## src/rtl/atm_txn_if.sv

```systemverilog
// Request/grant/response bundle between two ATM terminals and the transaction arbiter.
// Master = terminal side, slave = arbiter side.
interface atm_txn_if #(
    parameter int BAL_W = 16
);
    logic             req0;
    logic             req1;
    logic [1:0]       op0;
    logic [1:0]       op1;
    logic [3:0]       acc0;
    logic [3:0]       acc1;
    logic [BAL_W-1:0] amt0;
    logic [BAL_W-1:0] amt1;
    logic             gnt0;
    logic             gnt1;
    logic             done0;
    logic             done1;
    logic [1:0]       rsp_status;
    logic [BAL_W-1:0] rsp_balance;
    logic             busy;

    modport master (
        output req0, req1, op0, op1, acc0, acc1, amt0, amt1,
        input  gnt0, gnt1, done0, done1, rsp_status, rsp_balance, busy
    );

    modport slave (
        input  req0, req1, op0, op1, acc0, acc1, amt0, amt1,
        output gnt0, gnt1, done0, done1, rsp_status, rsp_balance, busy
    );
endinterface

```

## src/rtl/atm_txn_arbiter.sv

```systemverilog
// Two-terminal arbiter owning the account balance store; one txn at a time via LOAD/EXEC/WRITE/RESP.
// Latency: req sampled at edge k -> gnt in cycle k+1 -> done in cycle k+4; at most one txn per 5 cycles.
// Backpressure: requester holds req/fields until gnt. ATM_RR_ARB_EN selects round-robin over fixed priority.
module atm_txn_arbiter #(
    parameter int NUM_ACC      = 10,
    parameter int BAL_W        = 16,
    parameter int INIT_BALANCE = 500
) (
    input  logic      clk,
    input  logic      rst,
    atm_txn_if.slave  bus
);

    localparam int         ACC_W   = 4;
    localparam logic [1:0] OP_WD   = 2'b01;
    localparam logic [1:0] OP_DEP  = 2'b10;
    localparam logic [1:0] ST_OK   = 2'b00;
    localparam logic [1:0] ST_INSF = 2'b01;
    localparam logic [1:0] ST_INV  = 2'b10;
    localparam logic [1:0] ST_OVF  = 2'b11;

    typedef enum logic [2:0] {
        S_IDLE,
        S_LOAD,
        S_EXEC,
        S_WRITE,
        S_RESP
    } state_t;

    state_t           state;
    logic [BAL_W-1:0] db [NUM_ACC];

    logic             win_q;
    logic [1:0]       op_q;
    logic [ACC_W-1:0] acc_q;
    logic [BAL_W-1:0] amt_q;
    logic [BAL_W-1:0] bal_q;
    logic             acc_ok_q;
    logic [BAL_W-1:0] new_bal_q;
    logic [1:0]       status_q;

    logic             win_sel;
    logic             acc_hit;
    logic [BAL_W-1:0] rd_bal;
    logic [BAL_W:0]   sum;
    logic [1:0]       exec_status;
    logic [BAL_W-1:0] exec_bal;

`ifdef ATM_RR_ARB_EN
    logic last_served;

    // On contention the terminal not served last wins; a lone request always wins.
    always_comb begin
        win_sel = bus.req1;
        if (bus.req0 && bus.req1) begin
            win_sel = ~last_served;
        end
    end
`else
    always_comb begin
        win_sel = ~bus.req0;
    end
`endif

    // Decode the account index against the store; misses read as zero.
    always_comb begin
        acc_hit = 1'b0;
        rd_bal  = '0;
        for (int i = 0; i < NUM_ACC; i++) begin
            if (acc_q == ACC_W'(i)) begin
                acc_hit = 1'b1;
                rd_bal  = db[i];
            end
        end
    end

    always_comb begin
        sum         = {1'b0, bal_q} + {1'b0, amt_q};
        exec_status = ST_OK;
        exec_bal    = bal_q;
        if (!acc_ok_q) begin
            exec_status = ST_INV;
            exec_bal    = '0;
        end else begin
            case (op_q)
                OP_WD: begin
                    if (amt_q > bal_q) begin
                        exec_status = ST_INSF;
                    end else begin
                        exec_bal = bal_q - amt_q;
                    end
                end
                OP_DEP: begin
                    // Carry out of the widened sum means the deposit would wrap.
                    if (sum[BAL_W]) begin
                        exec_status = ST_OVF;
                    end else begin
                        exec_bal = sum[BAL_W-1:0];
                    end
                end
                default: begin
                    exec_status = ST_OK;
                end
            endcase
        end
    end

    always_ff @(posedge clk or negedge rst) begin
        if (!rst) begin
            state           <= S_IDLE;
            win_q           <= 1'b0;
            op_q            <= '0;
            acc_q           <= '0;
            amt_q           <= '0;
            bal_q           <= '0;
            acc_ok_q        <= 1'b0;
            new_bal_q       <= '0;
            status_q        <= ST_OK;
            bus.gnt0        <= 1'b0;
            bus.gnt1        <= 1'b0;
            bus.done0       <= 1'b0;
            bus.done1       <= 1'b0;
            bus.rsp_status  <= '0;
            bus.rsp_balance <= '0;
            bus.busy        <= 1'b0;
`ifdef ATM_RR_ARB_EN
            last_served     <= 1'b1;
`endif
            for (int i = 0; i < NUM_ACC; i++) begin
                db[i] <= BAL_W'(INIT_BALANCE);
            end
        end else begin
            bus.gnt0  <= 1'b0;
            bus.gnt1  <= 1'b0;
            bus.done0 <= 1'b0;
            bus.done1 <= 1'b0;
            case (state)
                S_IDLE: begin
                    if (bus.req0 || bus.req1) begin
                        win_q    <= win_sel;
                        op_q     <= win_sel ? bus.op1  : bus.op0;
                        acc_q    <= win_sel ? bus.acc1 : bus.acc0;
                        amt_q    <= win_sel ? bus.amt1 : bus.amt0;
                        bus.gnt0 <= ~win_sel;
                        bus.gnt1 <= win_sel;
                        bus.busy <= 1'b1;
`ifdef ATM_RR_ARB_EN
                        last_served <= win_sel;
`endif
                        state    <= S_LOAD;
                    end
                end
                S_LOAD: begin
                    bal_q    <= rd_bal;
                    acc_ok_q <= acc_hit;
                    state    <= S_EXEC;
                end
                S_EXEC: begin
                    new_bal_q <= exec_bal;
                    status_q  <= exec_status;
                    state     <= S_WRITE;
                end
                S_WRITE: begin
                    if (status_q == ST_OK && (op_q == OP_WD || op_q == OP_DEP)) begin
                        for (int i = 0; i < NUM_ACC; i++) begin
                            if (acc_q == ACC_W'(i)) begin
                                db[i] <= new_bal_q;
                            end
                        end
                    end
                    bus.done0       <= ~win_q;
                    bus.done1       <= win_q;
                    bus.rsp_status  <= status_q;
                    bus.rsp_balance <= new_bal_q;
                    state           <= S_RESP;
                end
                S_RESP: begin
                    bus.busy <= 1'b0;
                    state    <= S_IDLE;
                end
                default: begin
                    bus.busy <= 1'b0;
                    state    <= S_IDLE;
                end
            endcase
        end
    end

endmodule

```

## src/flat_wrapper.sv

```systemverilog
// flat-port wrapper written by rule: the top's interface ports become plain ports
module atm_txn_arbiter_flat 
#(
    parameter int NUM_ACC      = 10,
    parameter int BAL_W        = 16,
    parameter int INIT_BALANCE = 500
)
  (clk, rst, bus_req0, bus_req1, bus_op0, bus_op1, bus_acc0, bus_acc1, bus_amt0, bus_amt1, bus_gnt0, bus_gnt1, bus_done0, bus_done1, bus_rsp_status, bus_rsp_balance, bus_busy);
  atm_txn_if #(.BAL_W(BAL_W)) bus_i ();
  input  logic clk;
  input  logic rst;
  input wire logic [$bits(bus_i.req0)-1:0] bus_req0;
  input wire logic [$bits(bus_i.req1)-1:0] bus_req1;
  input wire logic [$bits(bus_i.op0)-1:0] bus_op0;
  input wire logic [$bits(bus_i.op1)-1:0] bus_op1;
  input wire logic [$bits(bus_i.acc0)-1:0] bus_acc0;
  input wire logic [$bits(bus_i.acc1)-1:0] bus_acc1;
  input wire logic [$bits(bus_i.amt0)-1:0] bus_amt0;
  input wire logic [$bits(bus_i.amt1)-1:0] bus_amt1;
  output wire logic [$bits(bus_i.gnt0)-1:0] bus_gnt0;
  output wire logic [$bits(bus_i.gnt1)-1:0] bus_gnt1;
  output wire logic [$bits(bus_i.done0)-1:0] bus_done0;
  output wire logic [$bits(bus_i.done1)-1:0] bus_done1;
  output wire logic [$bits(bus_i.rsp_status)-1:0] bus_rsp_status;
  output wire logic [$bits(bus_i.rsp_balance)-1:0] bus_rsp_balance;
  output wire logic [$bits(bus_i.busy)-1:0] bus_busy;
  assign bus_i.req0 = bus_req0;
  assign bus_i.req1 = bus_req1;
  assign bus_i.op0 = bus_op0;
  assign bus_i.op1 = bus_op1;
  assign bus_i.acc0 = bus_acc0;
  assign bus_i.acc1 = bus_acc1;
  assign bus_i.amt0 = bus_amt0;
  assign bus_i.amt1 = bus_amt1;
  assign bus_gnt0 = bus_i.gnt0;
  assign bus_gnt1 = bus_i.gnt1;
  assign bus_done0 = bus_i.done0;
  assign bus_done1 = bus_i.done1;
  assign bus_rsp_status = bus_i.rsp_status;
  assign bus_rsp_balance = bus_i.rsp_balance;
  assign bus_busy = bus_i.busy;
  atm_txn_arbiter #(.NUM_ACC(NUM_ACC), .BAL_W(BAL_W), .INIT_BALANCE(INIT_BALANCE)) u_core (.clk(clk), .rst(rst), .bus(bus_i));
endmodule
```

## config.mk

```make
export PLATFORM = sky130hd
export DESIGN_NAME = atm_txn_arbiter_flat
export DESIGN_NICKNAME = d
export VERILOG_FILES = /design/src/rtl/atm_txn_if.sv /design/src/rtl/atm_txn_arbiter.sv /design/src/flat_wrapper.sv
export SDC_FILE = /design/constraint.sdc
export NUM_CORES = 1
export LEC_CHECK = 0
export ABC_CLOCK_PERIOD_IN_PS = 7050
export CAP_MARGIN = 10
export CORE_MARGIN = 2
export CORE_UTILIZATION = 55
export DETAILED_ROUTE_END_ITERATION = 8
export PLACE_DENSITY = 0.84
export SLEW_MARGIN = 10
export SYNTH_ARGS = -nofsm -noshare
export SYNTH_HDL_FRONTEND = slang
export SYNTH_SLANG_ARGS = --single-unit
```

## constraint.sdc

```tcl
create_clock -name clk -period 7.05 [get_ports clk]
set_input_delay 1.7625 -clock clk [delete_from_list [all_inputs] [get_ports clk]]
set_output_delay 1.7625 -clock clk [all_outputs]
set_load 0.02 [all_outputs]
```

==> results.ini <==
[timing]
slew_headroom_pct = 28.0
setup-tns-final_ns = 0
setup_viol = 0
fin_skew_ns = 0.0104
finalCritPeriodShare_pct = 52.8
hold_violations = 0
drv_slew = 0
max_freq_mhz = 269
fin_ws_ns = 3.33
rsz0062_at_grt = false
worst_pin_slew_ns = 1.08
fin_crit_ns = 3.72

[placement]
io_buffers = 70
place_ws_ns = 3.28
gp_congestion = 0.845
hpwl_mm = 20.0

[cts]
cts_tree = done
clock-sinks = 244
post_cts_resized = 0
cts_buffers = 26
clkSlewWorstSetupHoldPaths_ns = 0.06
cts_buffer_depth = 3
post_cts_buffers = 0
cts_root_buf = clkbuf_16
htree_num_levels = 1
clkLatencyLatePin_ns = 0.52
ctsHoldBuffers = 0

[logic_synthesis]
syn_inst = 1108
synth_nets = 1193
syn-cell-area_um2 = 12300
synth-xor-area-share_pct = 1.35
synth_mux_area_share_pct = 17.8
synth.avg_cell_area_um2 = 11.1
synth-simple-area-share_pct = 9.82
yosysSeqAreaShare_pct = 50.2
synthArstFlopShare_pct = 100
yosysMostFrequentCell = dfrtp_1
synth.distinct_cells = 75
synth_top_family_by_area = multiplexers
yosys-top-cells-count = 184 x dfrtp_1, 162 x mux2_2, 113 x nand2_1
synth-compound-area-share_pct = 12.8
synth_adder_area_share_pct = 3.88
synth-edff-count = 0
yosys.area.top_type_share_pct = 37.4
synth_area_leader_cell = dfrtp_1
synth-seq-cells = 244
yosysWarnings = 0
ys.flop_type = dfrtp_1
synthTopCellsByArea = dfrtp_1 37%, mux2_2 15%, dfstp_2 13%

[cells_and_area]
layout-drive-gt1-share_pct = 25.7
area_growth_pct = 14.1
fin_nets = 1228
fill_cells = 1680
antenna_cells = 0

[setup_path]
crit_slowest_cell = nor2_1
worstPathArrival_ns = 4.10
critPathRequiredTime_ns = 7.42
rrSetupSlack_ns = 3.33
reg2reg_from = u_core.amt_q[0]
crit_path_max_incr_delay_ns = 0.76
r2r_cells = 11
crit_path_end_kind = register
cp_max_fo = 11
crit_type = register to register
r2r_end = u_core.new_bal_q[7]
cp_cell_sequence = ha_1 > inv_1 > fa_1 > or2_0 > a221oi_1 > o311a_1 > nor4_2 > nor2_1 > nor2_2 > a222oi_1 > o21ai_0
startpoint_type = register

[global_routing]
grt_pass1_vias = 9396
grt_util_all_layers_pct = 25.9
grt_antenna_before_repair = 0
overflow = 0
grt_max_degree = 148
grt_pass1_wl_mm = 49.7

[detailed_routing]
drt_pass1_iterations = 6
drtIter0Drc = 805
ant_nets = 0
route.detailed.drc = 0
wire_per_inst_um = 20.8
vias = 8994
avgViaCountPerCell = 6.23
routed_wl_mm = 30.1

[power]
powerDensity_nw_per_um2 = 351
p_leak_nw = 6.54
vdd_drop_max_mv = 0.296

[run]
max_cap_violations = 0

[floorplanning]
fp-row-count = 54
dieArea_um2 = 23600
fp.coreArea_um2 = 21900
die_w_um = 154
start_util_pct = 56.3
io_pins = 71
die_y_um = 154

[hold_path]
min_to = u_core.bus.done0
min_path_cells = 1
worstHoldStart = u_core.win_q
hold_path.class = register to register

[outcome]
status = completed

layout make-up:
class	count	area [um2]	share of cell area (%)
multi-input combinational	736	5650	40.2
inverter	50	188	1.33
clock buffer	44	830	5.90
clock inverter	4	51.3	0.365
sequential	244	6180	44.0
tap	280	350	2.49
timing repair buffer	85	813	5.78
state kept, by name, summed over array words and instances, names as in the netlist, 2 cells and up:
signal                  flops
u_core.acc_q                4
u_core.amt_q               16
u_core.bal_q               16
u_core.bus.rsp_balance     16
u_core.bus.rsp_status       2
u_core.db                 160
u_core.new_bal_q           16
u_core.op_q                 2
u_core.state                3
u_core.status_q             2
routing by layer:
layer | track usage (%) | wire length [um] | vias up
li1 | - | - | 4055
met1 | 35.8 | 12900 | 4542
met2 | 41.8 | 14300 | 331
met3 | 4.74 | 1970 | 66
met4 | 8.74 | 918 | 0
met5 | 0 | 0 | -
critical path: cells and delay by family, from the launching register on:
| family | cells | cell delay (ns) |
|---|---|---|
| adders and majority gates | 2 | 0.59 |
| and+or+nand+nor | 4 | 1.35 |
| AOI/OAI and AO/OA | 4 | 1.20 |
| buffers and inverters | 1 | 0.05 |
| DFF | 1 | 0.39 |
worst max-delay path by stage:
stage               slack, ns  cells past startpoint             endpoint            start
floorplan                4.02                      7      u_core.acc_q[1]         bus_req0
global placement         3.39                      4      u_core.acc_q[1]         bus_req0
detailed placement       3.28                      4     u_core.amt_q[10]         bus_req0
CTS                      3.34                     11  u_core.new_bal_q[7]  u_core.amt_q[0]
global route             3.02                     11  u_core.new_bal_q[7]  u_core.amt_q[0]
finish                   3.33                     11  u_core.new_bal_q[7]  u_core.amt_q[0]
through the flow:
stage / utilization, % / power (mW) / hold WS [ns] / cell area (um2) / cells
2_1_floorplan: - / 3.00 / 0.403 / 12300 / 1108
3_3_place_gp: 60.2 / 3.48 / 0.419 / 13200 / 1395
3_5_place_dp: 60.2 / 3.54 / 0.417 / 13200 / 1395
4_1_cts: 64.2 / 4.93 / 0.425 / 14100 / 1443
5_1_grt: 64.2 / 5.21 / 0.438 / 14100 / 1443
6_report: 64.2 / 4.93 / 0.422 / 14100 / 1443
kinds of logic after synthesis:
logic type | Yosys count
mux | 198
simple gates | 262
xor+xnor | 19
flops | 244
compound gates | 220
fa+ha+maj | 37
buf+inv | 128
where the power goes:
part           switching, mW  internal [mW]
registers              0.303           1.67
logic                  0.970          0.611
clock network          0.548          0.834
layout by cell type, fill, tap and decap left out, types with 31 or more instances in the layout:
cell type        count
a21oi_1             43
a222oi_1            31
clkdlybuf4s50_1     68
dfrtp_1            184
dfstp_2             60
ha_1                35
inv_1               49
mux2_2             162
mux2i_1             35
nand2_1            113
nor2_1              55
o21ai_0             43
(Power assumes the default switching activity.)
